==> config.mk <==
export PLATFORM = sky130hd
export DESIGN_NAME = demux14_deser
export DESIGN_NICKNAME = d
export VERILOG_FILES = /design/src/rtl/demux14_deser.sv
export SDC_FILE = /design/constraint.sdc
export NUM_CORES = 1
export LEC_CHECK = 0
export ABC_AREA = 1
export CAP_MARGIN = 20
export CORE_MARGIN = 5
export CORE_UTILIZATION = 47
export CTS_CLUSTER_DIAMETER = 30
export DETAILED_ROUTE_END_ITERATION = 8
export GPL_TIMING_DRIVEN = 0
export HOLD_SLACK_MARGIN = 0.03
export PLACE_DENSITY = 0.75
export SYNTH_ARGS = -nofsm -noshare
export SYNTH_HDL_FRONTEND = slang
export SYNTH_SLANG_ARGS = --single-unit
==> constraint.sdc <==
create_clock -name clk -period 1.3 [get_ports clk]
set_clock_uncertainty 0.15 [all_clocks]
set_input_delay 0.13 -clock clk [delete_from_list [all_inputs] [get_ports clk]]
set_output_delay 0.13 -clock clk [all_outputs]
set_load 0.02 [all_outputs]
==> src/rtl/demux14_deser.sv <==
// ---------------------------------------------------------------------------
// demux14_deser: 1:N serial-to-parallel deserializer for the mux select sweep
// stream. Accepted bits are written lane by lane (LSB first) into a staging
// register. The finished word is published on out_c with a one-cycle out_valid.
//
// Optional feature: define DEMUX_PARITY_EN to append one even-parity bit to
// every frame. With it, out_perr flags a parity mismatch for each word.
// Without it, the PAR state is not built and out_perr is tied to 0.
//
// Ports:
//   clk        in   1        rising-edge clock
//   rst_n      in   1        asynchronous active-low reset
//   in_z       in   1        serial data bit
//   in_valid   in   1        in_z/in_start sampled on this edge
//   in_start   in   1        frame sync, marks the lane-0 bit
//   out_c      out  N_LANES  last completed word, held until the next one
//   out_valid  out  1        one-cycle pulse when out_c updates
//   out_s      out  SEL_W    lane index for the next accepted bit
//   out_busy   out  1        frame in progress
//   out_perr   out  1        parity error, updated with out_valid
// ---------------------------------------------------------------------------
module demux14_deser #(
   parameter int unsigned N_LANES = 4,
   parameter int unsigned SEL_W   = 2
) (
   input  logic               clk,
   input  logic               rst_n,
   input  logic               in_z,
   input  logic               in_valid,
   input  logic               in_start,
   output logic [N_LANES-1:0] out_c,
   output logic               out_valid,
   output logic [SEL_W-1:0]   out_s,
   output logic               out_busy,
   output logic               out_perr
);

   typedef enum logic [1:0] {
      ST_IDLE    = 2'd0,
`ifdef DEMUX_PARITY_EN
      ST_COLLECT = 2'd1,
      ST_PAR     = 2'd2
`else
      ST_COLLECT = 2'd1
`endif
   } state_e;

   localparam logic [SEL_W-1:0] LAST_LANE = SEL_W'(N_LANES - 1);

   state_e             state_q, state_d;
   logic [N_LANES-1:0] stage_q, stage_d;
   logic [N_LANES-1:0] out_c_q, out_c_d;
   logic               out_valid_q, out_valid_d;
   logic [SEL_W-1:0]   out_s_q, out_s_d;
   logic               out_busy_q, out_busy_d;
`ifdef DEMUX_PARITY_EN
   logic               out_perr_q, out_perr_d;
`endif

   // Next-state and next-output logic
   always_comb begin
      state_d     = state_q;
      stage_d     = stage_q;
      out_c_d     = out_c_q;
      out_valid_d = 1'b0;
      out_s_d     = out_s_q;
`ifdef DEMUX_PARITY_EN
      out_perr_d  = out_perr_q;
`endif
      if (in_valid) begin
         if (in_start) begin
            // Start in any state begins a new frame; a partial one is dropped
            stage_d[0] = in_z;
            out_s_d    = SEL_W'(1);
            state_d    = ST_COLLECT;
         end else begin
            case (state_q)
               ST_COLLECT: begin
                  stage_d[out_s_q] = in_z;
                  out_s_d          = out_s_q + SEL_W'(1);
                  if (out_s_q == LAST_LANE) begin
`ifdef DEMUX_PARITY_EN
                     state_d = ST_PAR;
`else
                     state_d     = ST_IDLE;
                     out_c_d     = stage_d;
                     out_valid_d = 1'b1;
`endif
                  end
               end
`ifdef DEMUX_PARITY_EN
               ST_PAR: begin
                  // Even parity: data bits plus parity bit must xor to 0
                  out_c_d     = stage_q;
                  out_valid_d = 1'b1;
                  out_perr_d  = (^stage_q) ^ in_z;
                  state_d     = ST_IDLE;
               end
`endif
               default: begin
                  // Non-start bit in IDLE is dropped
               end
            endcase
         end
      end
      out_busy_d = (state_d != ST_IDLE);
   end

   // State and output registers
   always_ff @(posedge clk or negedge rst_n) begin
      if (!rst_n) begin
         state_q     <= ST_IDLE;
         stage_q     <= '0;
         out_c_q     <= '0;
         out_valid_q <= 1'b0;
         out_s_q     <= '0;
         out_busy_q  <= 1'b0;
`ifdef DEMUX_PARITY_EN
         out_perr_q  <= 1'b0;
`endif
      end else begin
         state_q     <= state_d;
         stage_q     <= stage_d;
         out_c_q     <= out_c_d;
         out_valid_q <= out_valid_d;
         out_s_q     <= out_s_d;
         out_busy_q  <= out_busy_d;
`ifdef DEMUX_PARITY_EN
         out_perr_q  <= out_perr_d;
`endif
      end
   end

   assign out_c     = out_c_q;
   assign out_valid = out_valid_q;
   assign out_s     = out_s_q;
   assign out_busy  = out_busy_q;
`ifdef DEMUX_PARITY_EN
   assign out_perr  = out_perr_q;
`else
   assign out_perr  = 1'b0;
`endif

endmodule

==> impl_metrics.ini <==
[cts]
clk_path_buf_depth = 2
path_clk_slew_ns = 0.08
cts_made_buffers = 3
ctsHoldBuffers = 0
h-tree-depth = 1
root_buffer = clkbuf_4
cts.sinks = 13
clk_latency_ns = 0.28
cts_tree = built

[floorplanning]
ios = 14
fp-row-count = 13
dieArea_um2 = 2200
initial_core_util_pct = 49.3
dieHeight_um = 47.0
die_width_um = 47.0
design.core.area_um2 = 1300

[critical_path]
end_kind = register
cpMostUsedCell = o21ai_1
ff2ff_path_depth = 4
worst_path_max_delay_cell = dfrtp_2
slowest_delay_ns = 0.46
arrival_ns = 1.30
r2r-start = out_s[0]
path_cells = ha_1, o21ai_1, nand2_1, o21ai_1
critPathRequiredTime_ns = 1.35
ff2ff_setup_slack_ns = 0.05
crit_family = flip-flops
worstReg2RegEnd = stage_q[1]
start_kind = register
critPathKind = register to register
cp_max_fo = 5
cp_num_buf_inv = 0
critical_path.startpoint = out_s[0]

[place]
io_buffers = 12
gp_congestion = 0.828
dp_slack_ns = -0.148
dp.cells = 98
placed_area_um2 = 783
dp.final_hpwl_um = 896

[yosys]
syn_avg_cell_area_um2 = 9.04
ys_seq_elements = 13
ys_warn_count = 0
synth-seq-area-share_pct = 50.7
ys_types = 16
netlist_instances = 71
syn_area_um2 = 642
synth_fp_nets = 80

[drt]
antenna_left = 0
drc = 0
avgRoutedWirePerCell_um = 12.6
vias = 515
first_iter_violations = 1
wl_mm = 1.30
via_per_inst = 5.00
drt_pass1_iterations = 2

[flow_run]
max-cap-violations = 0

[grt]
antenna_found_initial = 0
grt_overflow = 0
grt_usage_pct = 14.3
first_global_vias = 502
grt_start_max_net_pins = 14
grt_pass1_wl_mm = 2.10

[timing]
holdWs_ns = 0.0590
slew_violations = 0
layout_setup_ws_ns = 0.0451
clock.fmax_mhz = 797
rsz0062_at_grt = true
fin_crit_sh_pct = 96.5
finalSetupViolations = 0
hold_viol_final = 0
period_minus_slack_ns = 1.25
relSlewSlack_pct = 62.2
tightest_slew_ns = 0.565

[layout]
layout_commonest_cell = nand2_1
synthToLayoutAreaGrowth_pct = 32.9
finalNetCount = 98
final_cell_mix = nand2_1 (17), dfrtp_1 (11)
instances_no_fill = 103
final_area_um2 = 853
n_fill_cell = 116
multi_input_area_um2 = 332
num_antenna_cells = 0
post-route-util_pct = 65.6
drive_above_1_share_pct = 33.0
regArea_um2 = 328

[power]
vdd_drop_max_mv = 0.863
p_per_area_nw_per_um2 = 1860
p_leak_nw = 0.406

[run_status]
status = completed

[hold_path]
hp-class = input port to asynchronous set/reset pin
## cells in the mapped netlist, drive strengths merged
cell | count | area share [%]
ha | 4 | 7.8
nand3 | 8 | 7.0
a21oi | 1 | 0.78
or2 | 1 | 0.98
conb | 1 | 0.58
nand2 | 23 | 15
o21ai | 10 | 8.4
buf | 1 | 1.2
inv | 7 | 4.1
dfrtp | 13 | 51
nor2 | 2 | 3.5
## layer usage
| layer | vias to the layer above | wire length (um) | track usage (%) |
|---|---|---|---|
| li1 | 262 | - | - |
| met1 | 228 | 572 | 16.7 |
| met2 | 17 | 577 | 19.5 |
| met3 | 8 | 92 | 4.98 |
| met4 | 0 | 59 | 14.9 |
| met5 | - | 0 | 0 |
## timing repair
action                     CTS  global route
pin swaps                    0             4
setup buffers                0             1
gates resized for setup     13            17
setup endpoints to repair   12             9
## how the worst max path moves through the flow
| stage | to | slack, ns | cells after the start |
|---|---|---|---|
| floorplan | out_c[0] | 0.03 | 4 |
| global route | stage_q[2] | -0.05 | 6 |
| CTS | stage_q[0] | 0.002 | 7 |
| global placement | stage_q[0] | -0.14 | 5 |
| detailed placement | out_c[3] | -0.15 | 5 |
| finish | stage_q[1] | 0.05 | 4 |
## flip-flops by register name (all words and copies together), names as in the netlist
name and cells:
out_busy 1, out_c 4, out_s 2, out_valid 1, stage_q 3, state_q 2
## cell type report
| type | count | share of cell area, % |
|---|---|---|
| Multi-Input combinational cell | 50 | 38.9 |
| Timing Repair Buffer | 13 | 12.9 |
| Inverter | 7 | 3.67 |
| Clock buffer | 4 | 3.08 |
| Sequential cell | 13 | 38.4 |
| Tap cell | 15 | 2.20 |
| Buffer | 1 | 0.880 |
## report_power, final
group          internal, mW  switching (mW)
clock                 0.119           0.130
combinational         0.275           0.417
sequential            0.542           0.101
## through the flow
step	total power, mW	setup TNS [ns]
2_1_floorplan	1.01	0
3_3_place_gp	1.26	-0.927
3_5_place_dp	1.28	-1.07
4_1_cts	1.49	0
5_1_grt	1.71	-0.272
6_report	1.58	0
## cell families (layout without fill, tap and decap cells)
kind of cell    count (synthesis)  after routing  synth area share, %
buf+inv                         8             25                 5.26
fa+ha+maj                       4              4                 7.80
flops                          13             13                 50.7
simple gates                   34             34                 26.5
compound gates                 11             11                 9.16
other cells                     1              1                0.584
No activity file was read; power rests on OpenSTA's default activity.
